`src/rtl/spi_dpi_pkg.sv`:
```
// Shared types and constants for the spi_dpi SPI target model.
package spi_dpi_pkg;

   typedef enum logic {
      IDLE   = 1'b0,
      ACTIVE = 1'b1
   } state_e;

   localparam logic [7:0] IdleFill = 8'hFF;
   localparam int         ByteW    = 8;

endpackage

```
`src/rtl/spi_dpi_sync.sv`:
```
// Two-flop synchroniser with a configurable reset value.
module spi_dpi_sync #(
   parameter int           W      = 1,
   parameter logic [W-1:0] RstVal = '0
) (
   input  logic         clk_i,
   input  logic         rst_i,
   input  logic [W-1:0] d,
   output logic [W-1:0] q
);

   logic [W-1:0] meta_q;
   logic [W-1:0] sync_q;

   always_ff @(posedge clk_i) begin
      if (rst_i) begin
         meta_q <= RstVal;
         sync_q <= RstVal;
      end else begin
         meta_q <= d;
         sync_q <= meta_q;
      end
   end

   assign q = sync_q;

endmodule

```
`src/rtl/spi_dpi.sv`:
```
// Oversampling SPI mode-0 target: byte stream in/out plus OOB sideband.
// Optional logging of received bytes and underflows with SPI_DPI_LOG_EN.
module spi_dpi
   import spi_dpi_pkg::*;
#(
   parameter string ID       = "spi",
   parameter int    NDevices = 1,
   parameter int    DataW    = 1,
   parameter int    OOB_InW  = 1,
   parameter int    OOB_OutW = 1,
   localparam int   DevW     = $clog2(NDevices) + 1
) (
   input  logic                clk_i,
   input  logic                rst_i,
   input  logic                sck,
   input  logic [NDevices-1:0] cs,
   input  logic [DataW-1:0]    copi,
   output logic [DataW-1:0]    cipo,
   input  logic [OOB_InW-1:0]  oob_in,
   output logic [OOB_OutW-1:0] oob_out,
   output logic                rx_valid_o,
   output logic [7:0]          rx_data_o,
   output logic                rx_first_o,
   output logic [DevW-1:0]     rx_dev_o,
   output logic                frame_end_o,
   input  logic [7:0]          tx_data_i,
   input  logic                tx_valid_i,
   output logic                tx_ready_o,
   output logic [OOB_InW-1:0]  oob_q_o,
   input  logic                oob_wr_i,
   input  logic [OOB_OutW-1:0] oob_wdata_i
);

   logic                sck_s;
   logic [NDevices-1:0] cs_s;
   logic [DataW-1:0]    copi_s;
   logic [OOB_InW-1:0]  oob_s;

   spi_dpi_sync #(.W(1), .RstVal(1'b0)) u_sync_sck (
      .clk_i (clk_i), .rst_i (rst_i), .d (sck), .q (sck_s)
   );
   spi_dpi_sync #(.W(NDevices), .RstVal({NDevices{1'b1}})) u_sync_cs (
      .clk_i (clk_i), .rst_i (rst_i), .d (cs), .q (cs_s)
   );
   spi_dpi_sync #(.W(DataW), .RstVal({DataW{1'b0}})) u_sync_copi (
      .clk_i (clk_i), .rst_i (rst_i), .d (copi), .q (copi_s)
   );
   spi_dpi_sync #(.W(OOB_InW), .RstVal({OOB_InW{1'b0}})) u_sync_oob (
      .clk_i (clk_i), .rst_i (rst_i), .d (oob_in), .q (oob_s)
   );

   // Edge flags are registered together with the data lanes so that copi
   // is taken from the same sample that revealed the rising edge.
   logic             sck_d;
   logic             rise_q;
   logic             fall_q;
   logic [DataW-1:0] copi_q;

   always_ff @(posedge clk_i) begin
      if (rst_i) begin
         sck_d  <= 1'b0;
         rise_q <= 1'b0;
         fall_q <= 1'b0;
         copi_q <= '0;
      end else begin
         sck_d  <= sck_s;
         rise_q <= sck_s & ~sck_d;
         fall_q <= ~sck_s & sck_d;
         copi_q <= copi_s;
      end
   end

   logic            any_sel;
   logic [DevW-1:0] sel_dev;

   assign any_sel = ~&cs_s;

   always_comb begin
      sel_dev = '0;
      for (int i = NDevices - 1; i >= 0; i--) begin
         if (!cs_s[i]) sel_dev = DevW'(i);
      end
   end

   state_e state_q;
   state_e state_d;
   logic   frame_start;
   logic   frame_stop;
   logic   shift_in;
   logic   shift_out;

   always_ff @(posedge clk_i) begin
      if (rst_i) state_q <= IDLE;
      else       state_q <= state_d;
   end

   always_comb begin
      state_d = state_q;
      case (state_q)
         IDLE:    if (any_sel)  state_d = ACTIVE;
         ACTIVE:  if (!any_sel) state_d = IDLE;
         default: state_d = IDLE;
      endcase
   end

   always_comb begin
      frame_start = 1'b0;
      frame_stop  = 1'b0;
      shift_in    = 1'b0;
      shift_out   = 1'b0;
      case (state_q)
         IDLE: frame_start = any_sel;
         ACTIVE: begin
            frame_stop = !any_sel;
            shift_in   = any_sel & rise_q;
            shift_out  = any_sel & fall_q;
         end
         default: ;
      endcase
   end

   logic [3:0]      bit_cnt;
   logic [3:0]      cnt_inc;
   logic            byte_done;
   logic [7:0]      rx_shift;
   logic [7:0]      rx_next;
   logic [7:0]      tx_shift;
   logic [7:0]      tx_fill;
   logic            tx_load;
   logic            skip_fall;
   logic            first_q;
   logic [DevW-1:0] dev_q;

   assign cnt_inc    = bit_cnt + 4'(DataW);
   assign byte_done  = shift_in && (cnt_inc == 4'(ByteW));
   assign rx_next    = (rx_shift << DataW) | ByteW'(copi_q);
   assign tx_load    = frame_start | byte_done;
   assign tx_fill    = tx_valid_i ? tx_data_i : IdleFill;
   assign tx_ready_o = tx_load & tx_valid_i;

   always_ff @(posedge clk_i) begin
      if (rst_i) begin
         bit_cnt     <= '0;
         rx_shift    <= '0;
         tx_shift    <= IdleFill;
         skip_fall   <= 1'b0;
         first_q     <= 1'b0;
         dev_q       <= '0;
         rx_valid_o  <= 1'b0;
         rx_data_o   <= '0;
         rx_first_o  <= 1'b0;
         frame_end_o <= 1'b0;
      end else begin
         rx_valid_o  <= 1'b0;
         rx_first_o  <= 1'b0;
         frame_end_o <= 1'b0;
         if (frame_start) begin
            bit_cnt   <= '0;
            tx_shift  <= tx_fill;
            skip_fall <= 1'b0;
            first_q   <= 1'b1;
            dev_q     <= sel_dev;
         end
         if (frame_stop) begin
            frame_end_o <= 1'b1;
            bit_cnt     <= '0;
            tx_shift    <= IdleFill;
         end
         if (shift_in) begin
            rx_shift <= rx_next;
            if (byte_done) begin
               bit_cnt    <= '0;
               rx_valid_o <= 1'b1;
               rx_data_o  <= rx_next;
               rx_first_o <= first_q;
               first_q    <= 1'b0;
               tx_shift   <= tx_fill;
               skip_fall  <= 1'b1;
            end else begin
               bit_cnt <= cnt_inc;
            end
         end
         // The falling edge right after a reload must keep the fresh MSBs.
         if (shift_out) begin
            if (skip_fall) skip_fall <= 1'b0;
            else           tx_shift  <= tx_shift << DataW;
         end
      end
   end

   assign cipo     = (state_q == ACTIVE) ? tx_shift[ByteW-1 -: DataW] : {DataW{1'b1}};
   assign rx_dev_o = dev_q;
   assign oob_q_o  = oob_s;

   always_ff @(posedge clk_i) begin
      if (rst_i)         oob_out <= '0;
      else if (oob_wr_i) oob_out <= oob_wdata_i;
   end

`ifdef SPI_DPI_LOG_EN
   always_ff @(posedge clk_i) begin
      if (!rst_i && byte_done)
         $display("%s: dev %0d rx 0x%02h", ID, dev_q, rx_next);
      if (!rst_i && tx_load && !tx_valid_i)
         $display("%s: dev %0d tx underflow, sending 0x%02h", ID,
                  frame_start ? sel_dev : dev_q, IdleFill);
   end
`else
   // Logging disabled: no display statements are elaborated.
`endif

endmodule

```
`config.mk`:
```
export PLATFORM = sky130hd
export DESIGN_NAME = spi_dpi
export DESIGN_NICKNAME = d
export VERILOG_FILES = /design/src/rtl/spi_dpi_pkg.sv /design/src/rtl/spi_dpi_sync.sv /design/src/rtl/spi_dpi.sv
export SDC_FILE = /design/constraint.sdc
export NUM_CORES = 1
export LEC_CHECK = 0
export BUFFER_PORTS_ARGS = -buffer_cell sky130_fd_sc_hd__buf_2
export CAP_MARGIN = 40
export CORE_ASPECT_RATIO = 1.1
export CORE_MARGIN = 4
export CORE_UTILIZATION = 35
export DETAILED_ROUTE_END_ITERATION = 6
export RECOVER_POWER = 50
export REMOVE_ABC_BUFFERS = 1
export SLEW_MARGIN = 20
export SYNTH_ARGS = -nofsm -noshare
export SYNTH_HDL_FRONTEND = slang
export SYNTH_SLANG_ARGS = --single-unit
export TNS_END_PERCENT = 100
```
`constraint.sdc`:
```
create_clock -name clk_i -period 2.06 [get_ports clk_i]
set_input_delay 0.412 -clock clk_i [delete_from_list [all_inputs] [get_ports clk_i]]
set_output_delay 0.412 -clock clk_i [all_outputs]
set_load 0.05 [all_outputs]
```
==> results.cfg, run 1 <==
[drt]
avgViaCountPerCell = 4.97
drc = 0
met1_length_microns = 1840
avgRoutedWirePerCell_microns = 12.7
antenna_left = 0
wl_met2_microns = 1780
wl_met3_microns = 172
highest_layer = met4
vias = 1522
drt_iter0_drc = 70
drt-pass1-iter-count = 4
wirelength_microns = 3880

[clocking]
clkSinkCount = 46
clk_latency_ps = 300
cts_tree = done
cts_buffer_depth = 2
clk_pin_slew_ps = 70
cts_inserted_buffers = 5
cts_hold_buf = 0
h-tree-depth = 2
clk_root_buffer_cell = clkbuf_8

[finish]
num_antenna_cells = 0
layout_commonest_cell = dfxtp_1
mostFrequentLayoutCells = dfxtp_1, a21oi_1, buf_2
layout-drive-gt1-share = 0.282
fin_nets = 268
area_delta_synth_final_pct = 24.5

[logic_synthesis]
synth_edf_count = 0
synthDistinctLibCells = 35
ys_async_sr_fraction = 0
synth_area_sq_um = 1850
ys_seq_area_frac = 0.497
yosys_warnings = 0
ys_seq_elements = 46
synth_flop_cell = dfxtp_1
syn_inst = 204
avgSynthCellArea_sq_um = 9.08

[critical_path]
path_cells = ha_4 > and2_4 > o2111a_2 > nor2_2 > a21boi_2 > buf_6
crit_path_start_kind = register
max_stage_delay_ps = 400
required_ps = 1650
critical_path.top_delay_family = flip-flops
crit_path_start = bit_cnt[0]
slowest_stage = dfxtp_4
crit_fanout = 6
rr_startpoint = bit_cnt[3]
crit_path_end_kind = output port
cp.arrival_ps = 1570
cp.buffers_inverters = 1
crit_type = register to output port

[pwr]
p_leak_uw = 0.000917
powerDensity_nw_per_um2 = 679
ir_drop_mv = 0.270

[global_route]
grt_max_degree = 20
grt.overflow.total = 0
grt_pass1_vias = 1502
antenna_found_initial = 0
grt_pass1_wl_microns = 6690
grtUsageTotal = 0.126

[sta]
finalMaxSlewViolations = 0
fin_ws_ps = 79.2
finalCritPeriodShare = 0.962
fmax_mhz = 505
rsz0062_at_grt = yes
worst_clock_skew_ps = 11.0
period_needed_ps = 1980
slew_headroom = 0.442
tightest_slew_ps = 837
worst_hold_slack_ps = 301
setup_violations = 0
hold_violations = 0

[die]
die_w_microns = 77.4
die_height_microns = 84.3
rows = 27
ioPinCount = 33
initial_core_util = 0.365
core_sq_um = 5070
die_area_sq_um = 6520

[min_path]
min_from = cs
hp-class = input port to register

[place]
routabilityCongestion = 0.769
dp_hpwl_microns = 2760
place_ws_ps = 43.0
port-buffer-count = 31

[status]
status = finished clean

[job]
maxCapViolCount = 0
[Yosys cell counts (2+ instances only)]
| cell type | count | share of area |
|---|---|---|
| dfxtp_1 | 46 | 0.50 |
| a21oi_1 | 36 | 0.097 |
| nand2_1 | 18 | 0.036 |
| nor2b_1 | 18 | 0.061 |
| nand3_1 | 11 | 0.030 |
| nor2_1 | 9 | 0.018 |
| o21ai_0 | 9 | 0.024 |
| o221ai_1 | 8 | 0.038 |
| clkbuf_1 | 7 | 0.014 |
| ha_1 | 4 | 0.027 |
| inv_1 | 4 | 0.0081 |
| or2_2 | 4 | 0.014 |
| nand3b_1 | 3 | 0.012 |
| a21boi_0 | 2 | 0.0081 |
| and2_1 | 2 | 0.0068 |
| and3b_1 | 2 | 0.0095 |
| buf_2 | 2 | 0.0054 |
| nand2b_1 | 2 | 0.0068 |
[area by class of cell]
type | count | area, sq um
clock buffer | 7 | 86.3
clock inverter | 1 | 5.00
fill | 499 | 2760
inverter | 5 | 18.8
multi-input combinational | 142 | 922
sequential | 46 | 932
tap | 58 | 72.6
timing repair buffer | 47 | 269
[sequential cells by signal (all words and copies together), names as in the netlist, 4 cells and up]
register,cells
rx_data_o,8
tx_shift,8
rx_shift,7
bit_cnt,4
[kinds of logic after synthesis]
group / after synthesis / synth area share
mux: 1 / 0.00541
buf+inv: 16 / 0.0358
compound gates: 62 / 0.217
fa+ha+maj: 4 / 0.0270
flops: 46 / 0.497
other cells: 1 / 0.00203
simple gates: 74 / 0.216
[power breakdown]
part           total (uW)  internal [uW]  switching (uW)
Sequential            913            904            8.65
Combinational        97.1           41.3            55.8
Clock                 556            271             285
Total                1570           1220             350
[metrics by stage]
step / TNS, ps / instances / utilization / cell area, sq um / total power [uW]
after global placement: 0 / 295 / 0.420 / 2130 / 1040
after CTS: 0 / 306 / 0.455 / 2300 / 1590
after global routing: 0 / 306 / 0.455 / 2310 / 1640
after floorplan: -856 / 193 / - / 1800 / 991
final: 0 / 306 / 0.455 / 2310 / 1570
after detailed placement: 0 / 295 / 0.420 / 2130 / 1040
[routing by layer]
metal | global-route usage | vias to the layer above
met5 | 0 | -
li1 | - | 798
met4 | 0.0615 | 0
met3 | 0.0386 | 7
met1 | 0.150 | 685
met2 | 0.207 | 32
[path summary, 6_finish.rpt]
check,end,slack (ps),cells past startpoint
max,tx_ready_o,80,6
min,u_sync_cs.meta_q,300,2
max reg2reg,tx_shift[0],310,5
min reg2reg,rise_q,410,1
[repair_timing]
action | CTS | global route
resized for setup | 16 | 4
endpoints found under the setup margin | 1 | 1
pin swaps | 4 | 0
buffers inserted | 3 | 0
No activity file was read; power rests on OpenSTA's default activity.
==> run 2, diff against run 1 <==
--- a/config.mk
+++ b/config.mk
@@ -10,6 +10,7 @@
 export CORE_ASPECT_RATIO = 1.1
 export CORE_MARGIN = 4
 export CORE_UTILIZATION = 35
+export CTS_BUF_LIST = sky130_fd_sc_hd__clkbuf_8
 export DETAILED_ROUTE_END_ITERATION = 6
 export RECOVER_POWER = 50
 export REMOVE_ABC_BUFFERS = 1
==> run 2 against run 1 <==
Via count decreased by 0.26%. First-iteration DRC count unchanged. Largest power group unchanged. Global-route usage unchanged. Combinational power about the same. Die area unchanged.
==> results.cfg, run 2 (synthesized netlist as in run 1, its figures left out) <==
[drt]
avgRoutedWirePerCell_microns = 12.7
antenna_left = 0
drt_iter0_drc = 70
wirelength_microns = 3880
vias = 1518
drc = 0
avgViaCountPerCell = 4.96
drt-pass1-iter-count = 4

[pwr]
powerDensity_nw_per_um2 = 677
pwr-share-comb = 0.062
clockPowerShare = 0.353
p_sw_uw = 350
ir_drop_mv = 0.270
intPower_uw = 1210
p_leak_uw = 0.000921
seq_power_share = 0.585
p_sw_frac = 0.224

[clocking]
cts_inserted_buffers = 5
clk_pin_slew_ps = 70
clk_latency_ps = 300
clkSinkCount = 46
cts_hold_buf = 0
h-tree-depth = 2
cts_buffer_depth = 2
clk_root_buffer_cell = clkbuf_8
cts_tree = done

[die]
die_height_microns = 84.3
die_area_sq_um = 6520
rows = 27
initial_core_util = 0.365
core_sq_um = 5070
ioPinCount = 33
die_w_microns = 77.4

[critical_path]
max_stage_delay_ps = 400
crit_path_start_kind = register
crit_type = register to output port
path_cells = ha_4 > and2_4 > o2111a_2 > nor2_2 > a21boi_2 > buf_6
endpoint = tx_ready_o
required_ps = 1650
slowest_stage = dfxtp_4
cp.arrival_ps = 1570
crit_fanout = 6
rr_startpoint = bit_cnt[3]
crit_path_start = bit_cnt[0]
r2r_slack_ps = 310
critical_path.top_delay_family = flip-flops
ff2ff_path_depth = 5
crit_path_end_kind = output port
cp.depth = 6
cp.buffers_inverters = 1
reg2reg_to = tx_shift[0]

[finish]
reg_top3 = rx_data_o (8), tx_shift (8), rx_shift (7)
layout-drive-gt1-share = 0.282
nFillCells = 499
fin_cells = 306
mostFrequentLayoutCells = dfxtp_1, a21oi_1, buf_2
layout_commonest_cell = dfxtp_1
fin_nets = 268
final_area_sq_um = 2310
num_antenna_cells = 0
area_delta_synth_final_pct = 24.5

[min_path]
hold_depth = 2
hp-class = input port to register

[global_route]
grtUsageTotal = 0.126
antenna_found_initial = 0
grt_max_degree = 20
grt.overflow.total = 0
grt_pass1_vias = 1502
grt_pass1_wl_microns = 6690

[sta]
hold_violations = 0
fmax_mhz = 505
fin_ws_ps = 79.0
rsz0062_at_grt = yes
setup_violations = 0
slew_headroom = 0.442
finalCritPeriodShare = 0.962
period_needed_ps = 1980
worst_clock_skew_ps = 11.1
finalMaxSlewViolations = 0
tightest_slew_ps = 837

[place]
place_inst = 295
routabilityCongestion = 0.769
place_area_sq_um = 2130
place_ws_ps = 43.0
port-buffer-count = 31
dp_hpwl_microns = 2760

[status]
status = finished clean

[job]
maxCapViolCount = 0
run 2: worst min-delay path by stage:
stage	start	endpoint	slack, ps
after floorplan	sck_d	rise_q	380
after global placement	sck_d	rise_q	390
after detailed placement	u_sync_cs.meta_q	u_sync_cs.q	390
after CTS	cs	u_sync_cs.meta_q	290
after global routing	cs	u_sync_cs.meta_q	290
final	cs	u_sync_cs.meta_q	300
run 2: layout make-up:
| class | instances | area (sq um) | area share |
|---|---|---|---|
| Clock inverter | 2 | 8.76 | 0.00380 |
| Multi-Input combinational cell | 142 | 922 | 0.400 |
| Sequential cell | 46 | 932 | 0.404 |
| Timing Repair Buffer | 47 | 269 | 0.117 |
| Clock buffer | 6 | 82.6 | 0.0358 |
| Inverter | 5 | 18.8 | 0.00814 |
| Tap cell | 58 | 72.6 | 0.0315 |
run 2: power groups by stage:
stage / Combinational (uW) / Clock (uW) / Sequential [uW]
global route: 108 / 609 / 915
global placement: 98.8 / 0 / 938
finish: 97.1 / 551 / 913
floorplan: 47.0 / 0 / 944
detailed placement: 99.7 / 0 / 938
CTS: 100 / 573 / 913
run 2: per-stage QoR:
| step | hold slack (ps) | util | TNS (ps) | total power, uW |
|---|---|---|---|---|
| 3_3_place_gp | 391 | 0.420 | 0 | 1040 |
| 2_1_floorplan | 383 | - | -856 | 991 |
| 4_1_cts | 289 | 0.455 | 0 | 1590 |
| 5_1_grt | 289 | 0.455 | 0 | 1630 |
| 6_report | 301 | 0.455 | 0 | 1560 |
| 3_5_place_dp | 394 | 0.420 | 0 | 1040 |
run 2: what timing repair did:
action / in CTS / in global routing
pin swaps: 4 / 0
hold endpoints to repair: 0 / 0
resized for setup: 16 / 4
endpoints found under the setup margin: 1 / 1
setup buffers: 3 / 0
run 2: per-layer routing:
layer  share of wire  vias to the layer above  wire length, microns  track usage
met3           0.045                        7                   173       0.0386
met1            0.47                      681                  1840        0.150
met2            0.46                       32                  1780        0.207
met5               0                        -                     0            0
li1                -                      798                     -            -
met4           0.023                        0                    89       0.0615
